File: config.mk
export PLATFORM = sky130hd
export DESIGN_NAME = dlx_ctrl_pipe
export DESIGN_NICKNAME = d
export VERILOG_FILES = /design/src/rtl/dlx_ctrl_pkg.sv /design/src/rtl/pipe_stage_reg.sv /design/src/rtl/dlx_ctrl_pipe.sv
export SDC_FILE = /design/constraint.sdc
export NUM_CORES = 1
export LEC_CHECK = 0
export BUFFER_PORTS_ARGS = -buffer_cell sky130_fd_sc_hd__buf_4
export CAP_MARGIN = 20
export CORE_UTILIZATION = 52
export CTS_BUF_LIST = sky130_fd_sc_hd__clkbuf_4 sky130_fd_sc_hd__clkbuf_8 sky130_fd_sc_hd__clkbuf_16
export DETAILED_ROUTE_END_ITERATION = 6
export GPL_ROUTABILITY_DRIVEN = 0
export GPL_TIMING_DRIVEN = 0
export HOLD_SLACK_MARGIN = 0.02
export PLACE_DENSITY = 0.82
export REMOVE_ABC_BUFFERS = 1
export SLEW_MARGIN = 30
export SYNTH_ARGS = -nofsm -noshare
export SYNTH_HDL_FRONTEND = slang
export SYNTH_HIERARCHICAL = 1
export SYNTH_SLANG_ARGS = --single-unit
export TNS_END_PERCENT = 20
File: constraint.sdc
create_clock -name clk -period 5.93 [get_ports clk]
set_clock_uncertainty 0.05 [all_clocks]
set_input_delay 0.2965 -clock clk [delete_from_list [all_inputs] [get_ports clk]]
set_output_delay 0.2965 -clock clk [all_outputs]
set_load 0.02 [all_outputs]
File: src/rtl/dlx_ctrl_pkg.sv
// Shared field layout, forwarding encodings and the NOP control word for the
// DLX control pipeline.
package dlx_ctrl_pkg;

    localparam int DEF_REG_AW = 5;
    localparam int DEF_ALU_W  = 6;

    localparam int EX_CTRL_W  = 3;
    localparam int MEM_CTRL_W = 4;
    localparam int WR_CTRL_W  = 2;
    localparam int FWD_W      = 2;

    // Bit positions inside the ex/mem/wr control fields.
    localparam int EX_LINK      = 2;
    localparam int EX_LOAD_HIGH = 1;
    localparam int EX_ALU_SRC   = 0;
    localparam int MEM_SIGN     = 3;
    localparam int MEM_WR       = 2;
    localparam int MEM_SIZE_LSB = 0;
    localparam int WR_REG_WR    = 1;
    localparam int WR_WSRC      = 0;

    typedef enum logic [FWD_W-1:0] {
        FWD_RF    = 2'b00,
        FWD_EXMEM = 2'b01,
        FWD_MEMWB = 2'b10
    } fwd_sel_e;

    typedef struct packed {
        logic [EX_CTRL_W-1:0]  ex;
        logic [MEM_CTRL_W-1:0] mem;
        logic [WR_CTRL_W-1:0]  wr;
    } ctrl_t;

    localparam ctrl_t CTRL_NOP = '0;

    // The EX/MEM result is the youngest value, so it wins over MEM/WB.
    function automatic fwd_sel_e fwd_select(input logic ex_hit, input logic mem_hit);
        if (ex_hit)
            return FWD_EXMEM;
        if (mem_hit)
            return FWD_MEMWB;
        return FWD_RF;
    endfunction

endpackage

File: src/rtl/pipe_stage_reg.sv
// One pipeline boundary register: async clear, and a bubble input that loads
// the NOP word in place of the incoming stage word.
module pipe_stage_reg #(
    parameter int           W   = 8,
    parameter logic [W-1:0] NOP = '0
) (
    input  logic         clk,
    input  logic         rst_n,
    input  logic         bubble_i,
    input  logic [W-1:0] d_i,
    output logic [W-1:0] q_o
);

    logic [W-1:0] stage_d;
    logic [W-1:0] stage_q;

    assign stage_d = bubble_i ? NOP : d_i;

    // NOTE: state is updated with non-blocking assignments so every stage
    // samples its neighbour's pre-edge value and the pipeline shifts cleanly.
    always_ff @(posedge clk or negedge rst_n) begin
        if (!rst_n)
            stage_q <= NOP;
        else
            stage_q <= stage_d;
    end

    assign q_o = stage_q;

endmodule

File: src/rtl/dlx_ctrl_pipe.sv
// Carries the decode control word through ID/EX, EX/MEM and MEM/WB, and
// produces the registered forwarding selects plus the load-use stall.
module dlx_ctrl_pipe
    import dlx_ctrl_pkg::*;
#(
    parameter int REG_AW = DEF_REG_AW,
    parameter int ALU_W  = DEF_ALU_W
) (
    input  logic                  clk,
    input  logic                  rst_n,
    input  logic                  id_valid,
    input  logic [REG_AW-1:0]     id_rs1,
    input  logic [REG_AW-1:0]     id_rs2,
    input  logic                  id_use_rs1,
    input  logic                  id_use_rs2,
    input  logic [REG_AW-1:0]     id_rw,
    input  logic [ALU_W-1:0]      id_alu_ctrl,
    input  logic [EX_CTRL_W-1:0]  id_ex_ctrl,
    input  logic [MEM_CTRL_W-1:0] id_mem_ctrl,
    input  logic [WR_CTRL_W-1:0]  id_wr_ctrl,
    input  logic                  flush,
    output logic                  stall,
    output logic                  ex_valid,
    output logic [ALU_W-1:0]      ex_alu_ctrl,
    output logic [EX_CTRL_W-1:0]  ex_ex_ctrl,
    output logic [FWD_W-1:0]      ex_fwd_a,
    output logic [FWD_W-1:0]      ex_fwd_b,
    output logic                  mem_valid,
    output logic [MEM_CTRL_W-1:0] mem_mem_ctrl,
    output logic [REG_AW-1:0]     mem_rw,
    output logic                  wb_valid,
    output logic [WR_CTRL_W-1:0]  wb_wr_ctrl,
    output logic [REG_AW-1:0]     wb_rw
);

    localparam int IDEX_W  = 1 + ALU_W + $bits(ctrl_t) + REG_AW + 2 * FWD_W;
    localparam int EXMEM_W = 1 + MEM_CTRL_W + WR_CTRL_W + REG_AW;
    localparam int MEMWB_W = 1 + WR_CTRL_W + REG_AW;

    localparam logic [IDEX_W-1:0] IDEX_NOP =
        {1'b0, {ALU_W{1'b0}}, CTRL_NOP, {REG_AW{1'b0}}, FWD_RF, FWD_RF};

    ctrl_t                  id_ctrl;
    logic [MEM_CTRL_W-1:0]  ex_mem_ctrl;
    logic [WR_CTRL_W-1:0]   ex_wr_ctrl;
    logic [REG_AW-1:0]      ex_rw;
    logic [WR_CTRL_W-1:0]   mem_wr_ctrl;

    logic                   ex_writer;
    logic                   ex_load;
    logic                   mem_writer;
    logic                   load_use;
    logic                   bubble;
    fwd_sel_e               fwd_a_d;
    fwd_sel_e               fwd_b_d;

    logic [IDEX_W-1:0]      idex_d;
    logic [IDEX_W-1:0]      idex_q;
    logic [EXMEM_W-1:0]     exmem_d;
    logic [EXMEM_W-1:0]     exmem_q;
    logic [MEMWB_W-1:0]     memwb_d;
    logic [MEMWB_W-1:0]     memwb_q;

    assign id_ctrl = '{ex: id_ex_ctrl, mem: id_mem_ctrl, wr: id_wr_ctrl};

    // Register 0 is hard-wired, so a stage writing it produces nothing to forward.
    assign ex_writer  = ex_valid & ex_wr_ctrl[WR_REG_WR] & (ex_rw != '0);
    assign ex_load    = ex_writer & ex_wr_ctrl[WR_WSRC];
    assign mem_writer = mem_valid & mem_wr_ctrl[WR_REG_WR] & (mem_rw != '0);

    always_comb begin
        // NOTE: every signal driven here gets a default first, so no path
        // through the block leaves a value unassigned and infers a latch.
        fwd_a_d  = FWD_RF;
        fwd_b_d  = FWD_RF;
        load_use = 1'b0;
        if (id_use_rs1) begin
            fwd_a_d  = fwd_select(ex_writer & ~ex_load & (ex_rw == id_rs1),
                                  mem_writer & (mem_rw == id_rs1));
            load_use = ex_load & (ex_rw == id_rs1);
        end
        if (id_use_rs2) begin
            fwd_b_d  = fwd_select(ex_writer & ~ex_load & (ex_rw == id_rs2),
                                  mem_writer & (mem_rw == id_rs2));
            load_use = load_use | (ex_load & (ex_rw == id_rs2));
        end
    end

    // A flush squashes the consumer anyway, so it also cancels the stall.
    assign stall  = id_valid & ~flush & load_use;
    assign bubble = flush | stall | ~id_valid;

    assign idex_d = {id_valid, id_alu_ctrl, id_ctrl, id_rw, fwd_a_d, fwd_b_d};

    pipe_stage_reg #(.W(IDEX_W), .NOP(IDEX_NOP)) u_idex (
        .clk      (clk),
        .rst_n    (rst_n),
        .bubble_i (bubble),
        .d_i      (idex_d),
        .q_o      (idex_q)
    );

    assign {ex_valid, ex_alu_ctrl, ex_ex_ctrl, ex_mem_ctrl, ex_wr_ctrl,
            ex_rw, ex_fwd_a, ex_fwd_b} = idex_q;

    // Later stages never hold; a bubble already travels as an all-zero word.
    assign exmem_d = {ex_valid, ex_mem_ctrl, ex_wr_ctrl, ex_rw};

    pipe_stage_reg #(.W(EXMEM_W)) u_exmem (
        .clk      (clk),
        .rst_n    (rst_n),
        .bubble_i (1'b0),
        .d_i      (exmem_d),
        .q_o      (exmem_q)
    );

    assign {mem_valid, mem_mem_ctrl, mem_wr_ctrl, mem_rw} = exmem_q;

    assign memwb_d = {mem_valid, mem_wr_ctrl, mem_rw};

    pipe_stage_reg #(.W(MEMWB_W)) u_memwb (
        .clk      (clk),
        .rst_n    (rst_n),
        .bubble_i (1'b0),
        .d_i      (memwb_d),
        .q_o      (memwb_q)
    );

    assign {wb_valid, wb_wr_ctrl, wb_rw} = memwb_q;

endmodule

# Word level (Yosys, flattened, before mapping)
# Index checks and enable logic that the tools add are counted.
[classes]
eq_ne = 4
n_mux = 23
bitwise = 20
reduce_logical = 2
[op_table]
columns = ["op", "n"]
rows = [
  ["$mux W25", 1],
  ["$eq A5 B5 Y1", 4],
  ["$mux W2", 10],
  ["$and A1 B1 Y1", 14],
  ["$mux W1", 12],
  ["$reduce_bool A5 Y1", 2],
  ["$not A1 Y1", 3],
  ["$or A1 B1 Y1", 3],
]
[totals]
register_bits = 45
inputBits = 36

# Depth between registers and ports, before layout
# Gate-level depths: netlist (run 1).
[depth]
word_depth = 14
ltp_mapped = 7
depth_no_buf = 6

# Modules after synthesis
# The synthesis (run 1) kept the hierarchy.
[by_module_without_submodules]
columns = ["mod", "instances", "cells_each", "area_per_inst_um2"]
rows = [
  ["pipe_stage_reg at u_idex", 1, 52, 798.3],
  ["pipe_stage_reg at u_exmem", 1, 25, 426.7],
  ["dlx_ctrl_pipe", 1, 51, 359.1],
  ["pipe_stage_reg at u_memwb", 1, 16, 250.2],
]

# Least setup slack after synthesis (run 1)
# Ideal clock, no wire load.
[synth_timing]
path_type = "register to output"
from = "reg u_idex.stage_q[8] (netlist: u_idex/q_o[8])"
to = "out stall"
arrival_time_ns = 1.737
required_time_ns = 5.583
setup_slack_ns = 3.846
stages_incl_launch_ff = 6
path_buffers = 0
path_cell_list = "dfrtp_1 xnor2_1 o221ai_1 or4b_1 a211o_1 nor3b_2"
[synth_via]
elab_chain_cells = 8
[synth_rtl]
columns = ["element", "line_no", "source"]
rows = [
  ["start: declaration", "pipe_stage_reg.sv:15", "logic [W-1:0] stage_q;"],
  ["start signal: assignment", "pipe_stage_reg.sv:25", "stage_q <= stage_d;"],
  ["$reduce_bool A5 Y1", "dlx_ctrl_pipe.sv:67", "assign ex_writer = ex_valid & ex_wr_ctrl[WR_REG_WR] & (ex_rw != '0);"],
  ["$and A1 B1 Y1", "dlx_ctrl_pipe.sv:67", ""],
  ["$and A1 B1 Y1", "dlx_ctrl_pipe.sv:68", "assign ex_load = ex_writer & ex_wr_ctrl[WR_WSRC];"],
  ["$and A1 B1 Y1", "dlx_ctrl_pipe.sv:80", "load_use = ex_load & (ex_rw == id_rs1);"],
  ["$mux W1", "dlx_ctrl_pipe.sv:77", "if (id_use_rs1) begin"],
  ["$or A1 B1 Y1", "dlx_ctrl_pipe.sv:85", "load_use = load_use | (ex_load & (ex_rw == id_rs2));"],
  ["$mux W1 *", "dlx_ctrl_pipe.sv:82", "if (id_use_rs2) begin"],
  ["$and A1 B1 Y1 *", "dlx_ctrl_pipe.sv:90", "assign stall = id_valid & ~flush & load_use;"],
  ["end: declaration", "dlx_ctrl_pipe.sv:22", "output logic stall,"],
]
# Every way passes the cells marked *; elsewhere a longest branch is shown, timed or not.

# Worst setup path in the final report (run 1)
# Same ends and word-level chain as after synthesis.

==> results of run 1 <==
==> registers in the layout, indices dropped and copies added, names as in the netlist <==
name	flops
u_exmem/q_o	12
u_idex/q_o	25
u_memwb/q_o	8
==> worst min path at each step <==
stage | startpoint | cells after the start | endpoint
floorplan | rst_n | 0 | u_exmem/q_o[0]$_DFF_PN0_
global placement | rst_n | 1 | u_memwb/q_o[2]$_DFF_PN0_
detailed placement | rst_n | 1 | u_memwb/q_o[3]$_DFF_PN0_
CTS | id_ex_ctrl[1] | 2 | u_idex/q_o[16]$_DFF_PN0_
global route | id_rw[3] | 2 | u_idex/q_o[7]$_DFF_PN0_
finish | id_ex_ctrl[1] | 2 | u_idex/q_o[16]$_DFF_PN0_
==> power by group <==
part | internal, mW | switching [mW] | leakage, nW
sequential | 0.315 | 0.00559 | 0.614
combinational | 0.0356 | 0.0326 | 0.628
clock | 0.105 | 0.0887 | 0.0489
==> per-stage QoR <==
step	utilization (%)	worst slack (ns)	hold WS, ns	area, µm²	std cells
final	75.0	3.35	0.101	2520	275
after global routing	75.0	3.22	0.0840	2520	275
after CTS	74.7	3.26	0.0874	2510	274
after detailed placement	71.8	3.24	0.269	2410	265
after global placement	71.8	3.32	0.255	2410	265
after floorplan	-	3.62	-0.0491	1850	151
==> logic make-up after synthesis <==
family          count (synthesis)  share of synthesized area (%)
simple gates                   68                           25.8
flops                          45                           61.4
xor+xnor                       16                           7.64
buf+inv                         8                           2.46
compound gates                  6                           2.52
other cells                     1                          0.204
==> area by class of cell <==
class                           instances  area share [%]
Clock buffer                            7            2.33
Sequential cell                        45            44.6
Inverter                                5           0.744
Multi-Input combinational cell        101            27.8
Timing Repair Buffer                   70            21.1
Tap cell                               46            2.28
Clock inverter                          1            1.19
==> layer usage <==
| layer | wire length (µm) | share of wire, % | GRT usage, % |
|---|---|---|---|
| met1 | 1340 | 40 | 21.7 |
| met2 | 1720 | 51 | 32.9 |
| met3 | 247 | 7.3 | 8.61 |
| met4 | 77 | 2.3 | 9.84 |
| met5 | 0 | 0 | 0 |
==> critical path: stages (launching register included) <==
cell,delay [ns]
dfrtp_1,0.45
xnor2_1,0.16
o221ai_1,0.14
or4b_1,0.49
a211o_1,0.31
nor3b_2,0.17
buf_4,0.16
==> layout by cell type, fill, tap and decap left out, types with 2 or more instances in the layout <==
master     n
and2_1     2
and2b_2    2
buf_4     68
clkbuf_4   6
conb_1    11
dfrtp_1   45
inv_1      5
nand2b_1   3
nand3_1    3
nor2b_1   33
nor2b_2    8
nor2b_4    2
nor3_1     4
nor4_1     3
o211ai_1   2
or4_1      2
xnor2_1    5
xor2_1    11
==> flow_metrics.tcl, run 1 <==
set metrics [dict create \
    grt_use_total_pct 19.8 \
    async_reset_ff_share_pct 100 \
    syn_avg_cell_area_um2 12.7 \
    cts.path.max_buffers 2 \
    nets 264 \
    finalCritPeriodShare_pct 43.5 \
    die_y_um 61.4 \
    drc 0 \
    synth_common_cells "45 x dfrtp_1, 33 x nor2b_1, 11 x xor2_1, 8 x nor2b_2" \
    ys_ff_latch 45 \
    cts_tree "built" \
    cts.reportedPaths.clkPinSlew_ns 0.12 \
    synthCells 144 \
    fp-row-count 21 \
    max_slew_margin_pct 64.6 \
    cts.sinks 45 \
    critPathLaunch "u_idex/q_o[8]$_DFF_PN0_" \
    cts_setup_buffers 0 \
    yosys_warnings 6 \
    synth_enable_flop_cells 0 \
    arrival_ns 2.23 \
    ys_seq_area_share_pct 61.4 \
    vias 1259 \
    p_leak_nw 1.29 \
    netlist.area_leader.share_pct 61.4 \
    drt_wl_total_mm 3.38 \
    synth_top_area_cell "dfrtp_1" \
    min_period_ns 2.58 \
    drive_above_1_share_pct 39.3 \
    regArea_um2 1130 \
    port-buffer-count 68 \
    required_ns 5.58 \
    fp.dieW_um 61.4 \
    area_growth_pct 37.6 \
    rrSetupSlack_ns 3.43 \
    cp-end-kind "output pin" \
    viasPerCell 4.58 \
    ant_nets 0 \
    drv_slew 0 \
    start_util_pct 54.5 \
    post_drt_wl_per_cell_um 12.3 \
    cap_violations 0 \
    numCtsBuffers 5 \
    nFillCells 239 \
    ir_worst_vdd_mv 0.184 \
    yosysMostFrequentCell "dfrtp_1" \
    critPathCapture "stall" \
    reg2reg_from "u_idex/q_o[8]$_DFF_PN0_" \
    pin_count 69 \
    rr_endpoint "u_idex/q_o[24]$_DFF_PN0_" \
    multi_input_area_um2 701 \
    coreArea_um2 3360 \
    worst_pin_slew_ns 0.531 \
    setup_violations 0 \
    h-tree-depth 2 \
    cts_hold_buf 1 \
    grt_pass1_wl_mm 5.18 \
    crit_type "reg -> out" \
    clk_latency_ns 0.36 \
    drt_iter0_markers 32 \
    setup-tns-final_ns 0 \
    netlist_area_um2 1830 \
    max_freq_mhz 387 \
    power_mw 0.583 \
    grt_max_degree 46 \
    startpoint_type "flip-flop" \
    gr-total-overflow 0 \
    cts-root-buf "clkbuf_4" \
    grt_pass1_vias 1247 \
    rsz0062_at_grt "false" \
    cts_resized 0 \
    crit_fanout 4 \
    power_density_nw_per_um2 231 \
    synth_cell_types 28 \
    status "finished clean" \
    yosys_most_used_dff "dfrtp_1" \
    first_pass_iters 4 \
    hold_viol_final 0 \
    diodes 0 \
    worstRegToRegCells 7 \
    hpwl_mm 2.61 \
    antenna_found_initial 0 \
    dieArea_um2 3770 \
    worstHoldPathType "in -> reg" \
    yosys-top-cells-area "dfrtp_1 61%, nor2b_1 11%, xor2_1 5.3%" \
]
Note: power is estimated with default switching activity, not from simulation.
==> run 2: changes to the inputs <==
--- a/config.mk
+++ b/config.mk
@@ -5,15 +5,16 @@
 export SDC_FILE = /design/constraint.sdc
 export NUM_CORES = 1
 export LEC_CHECK = 0
+export ABC_AREA = 1
 export BUFFER_PORTS_ARGS = -buffer_cell sky130_fd_sc_hd__buf_4
 export CAP_MARGIN = 20
-export CORE_UTILIZATION = 52
+export CORE_UTILIZATION = 49
 export CTS_BUF_LIST = sky130_fd_sc_hd__clkbuf_4 sky130_fd_sc_hd__clkbuf_8 sky130_fd_sc_hd__clkbuf_16
 export DETAILED_ROUTE_END_ITERATION = 6
 export GPL_ROUTABILITY_DRIVEN = 0
 export GPL_TIMING_DRIVEN = 0
 export HOLD_SLACK_MARGIN = 0.02
-export PLACE_DENSITY = 0.82
+export PLACE_DENSITY = 0.77
 export REMOVE_ABC_BUFFERS = 1
 export SLEW_MARGIN = 30
 export SYNTH_ARGS = -nofsm -noshare
==> constraint.sdc (replaced) <==
create_clock -name clk -period 2.68 [get_ports clk]
set_clock_uncertainty 0.05 [all_clocks]
set_input_delay 0.134 -clock clk [delete_from_list [all_inputs] [get_ports clk]]
set_output_delay 0.134 -clock clk [all_outputs]
set_load 0.02 [all_outputs]
==> run 2 against run 1 <==
Count of clock-buffer cells in the layout unchanged. Via count increased by 31%. Synthesized area rose by 6.0%. Sequential cell count is the same. Largest cell class unchanged.
==> flow_metrics.tcl, run 2 <==
set metrics [dict create \
    first_pass_iters 4 \
    ir_worst_vdd_mv 0.354 \
    viasPerCell 4.40 \
    ys_seq_area_share_pct 57.9 \
    synth_enable_flop_cells 0 \
    p_leak_nw 1.56 \
    coreArea_um2 3740 \
    yosys_warnings 6 \
    setup_violations 0 \
    worstHoldPathType "in -> reg" \
    placed_area_um2 2470 \
    cts.reportedPaths.clkPinSlew_ns 0.08 \
    yosys-top-cells-area "dfrtp_1 58%, nor2_1 12%, inv_1 11%" \
    power_mw 1.32 \
    nets 361 \
    syn_avg_cell_area_um2 8.45 \
    grt_pass1_vias 1674 \
    worst_pin_slew_ns 0.861 \
    fp-row-count 22 \
    fp.dieW_um 65.0 \
    crit_type "reg -> reg" \
    synth_common_cells "60 x nor2_1, 59 x inv_1, 45 x dfrtp_1, 25 x nand2_1, 10 x nand3_1" \
    crit_fanout 25 \
    largest_reg_flops 25 \
    diodes 0 \
    max_freq_mhz 492 \
    cts-root-buf "clkbuf_8" \
    area_growth_pct 43.1 \
    status "finished clean" \
    grt_use_total_pct 23.2 \
    yosysMostFrequentCell "nor2_1" \
    synthCells 230 \
    yosys_most_used_dff "dfrtp_1" \
    numPlacedInstances 344 \
    startpoint_type "flip-flop" \
    nFillCells 281 \
    post_drt_wl_per_cell_um 11.2 \
    grt_max_degree 46 \
    clk_latency_ns 0.30 \
    finalCritPeriodShare_pct 75.9 \
    antenna_found_initial 0 \
    port-buffer-count 68 \
    die_y_um 65.0 \
    pin_count 69 \
    cts_setup_buffers 0 \
    cts_tree "built" \
    gr-total-overflow 0 \
    max_slew_margin_pct 42.4 \
    ant_nets 0 \
    arrival_ns 2.13 \
    async_reset_ff_share_pct 100 \
    layout_common_cells "68 x buf_4, 60 x nor2_1, 59 x inv_1" \
    dieArea_um2 4220 \
    power_density_nw_per_um2 474 \
    required_ns 2.77 \
    hpwl_mm 2.81 \
    synth_top_area_cell "dfrtp_1" \
    setup-tns-final_ns 0 \
    vias 1645 \
    grt_pass1_wl_mm 7.22 \
    numCtsBuffers 5 \
    cp-end-kind "flip-flop" \
    ys_ff_latch 45 \
    synth_cell_types 18 \
    drt_iter0_markers 99 \
    min_period_ns 2.03 \
    cap_violations 0 \
    start_util_pct 51.9 \
    drv_slew 0 \
    mostFrequentLayoutCell "buf_4" \
    stdcell_area_um2 2780 \
    cts.sinks 45 \
    netlist_area_um2 1940 \
    netlist.area_leader.share_pct 57.9 \
    drc 0 \
    drt_wl_total_mm 4.19 \
    rsz0062_at_grt "false" \
    h-tree-depth 2 \
    hold_viol_final 0 \
    drive_above_1_share_pct 25.5 \
    final_cell_count_no_fill 374 \
    cts.path.max_buffers 2 \
]
## run 2: changes by cell type after synthesis, sizes merged, moves of 3 or more
cell	delta
nor4	-3
xor2	-7
nand2	+26
and2b	-3
inv	+57
nor2b	-43
nor2	+62
nand3	+7
nand2b	-3
## run 2: timing repair
action | CTS | global route
hold buffers | 22 | 0
resized for setup | 0 | 0
hold endpoints to repair | 66 | 0
## run 2: where the power goes
part	internal [mW]	total (mW)	leakage [nW]	switching, mW
combinational	0.0936	0.187	0.898	0.0938
clock	0.205	0.422	0.0453	0.217
sequential	0.697	0.709	0.614	0.0120
## run 2: per-stage QoR
step | utilization (%) | hold slack [ns] | worst slack (ns)
final | 74.3 | 0.155 | 0.645
after global routing | 74.3 | 0.200 | 0.389
after CTS | 74.3 | 0.147 | 0.662
after detailed placement | 66.0 | 0.104 | 0.678
after global placement | 66.0 | 0.103 | 0.714
after floorplan | - | -0.212 | 1.06
## run 2: path summary, 6_finish.rpt
| path | slack, ns | depth (start not counted) | to | from |
|---|---|---|---|---|
| worst max-delay path | 0.65 | 9 | u_idex/q_o[16]$_DFF_PN0_ | u_idex/q_o[7]$_DFF_PN0_ |
| worst min register to register | 0.41 | 2 | u_memwb/q_o[5]$_DFF_PN0_ | u_exmem/q_o[5]$_DFF_PN0_ |
| min in group asynchronous | 0.31 | 2 | u_memwb/q_o[5]$_DFF_PN0_ | rst_n |
| worst max register to register | 0.65 | 9 | u_idex/q_o[16]$_DFF_PN0_ | u_idex/q_o[7]$_DFF_PN0_ |
| max in group asynchronous | 1.90 | 2 | u_idex/q_o[4]$_DFF_PN0_ | rst_n |
| worst min-delay path | 0.16 | 6 | u_idex/q_o[3]$_DFF_PN0_ | id_rs1[1] |
## run 2: cell families after synthesis
family                    synth area share, %
AOI/OAI and AO/OA                       0.771
xor gates and xnor gates                 4.50
buffers and inverters                    14.9
DFF                                      57.9
other                                   0.193
and+or+nand+nor                          21.8
## run 2: per-layer routing
metal / global-route usage, % / vias up / part of all wire [%]
met5: 0 / - / 0
met4: 8.89 / 0 / 1.6
met3: 8.80 / 9 / 8.1
met2: 41.5 / 62 / 51
met1: 24.3 / 742 / 40
li1: - / 832 / -
## run 2: cell type report
cell class                 count  area [µm²]  area share [%]
clock buffer                   7        83.8            3.01
clock inverter                 1        7.51           0.270
inverter                      62         233            8.37
multi-input combinational    121         541            19.4
sequential                    45        1130            40.5
tap                           48        60.1            2.16
timing repair buffer          90         731            26.3
## run 2: critical path, stage by stage, from the launching register on
cell	delay, ns
dfrtp_1	0.42
inv_2	0.06
nand2_1	0.05
nand2_1	0.04
nor2_1	0.17
nand4_1	0.14
nand2_1	0.10
nand2_2	0.07
nand2_1	0.64
nor2_1	0.14
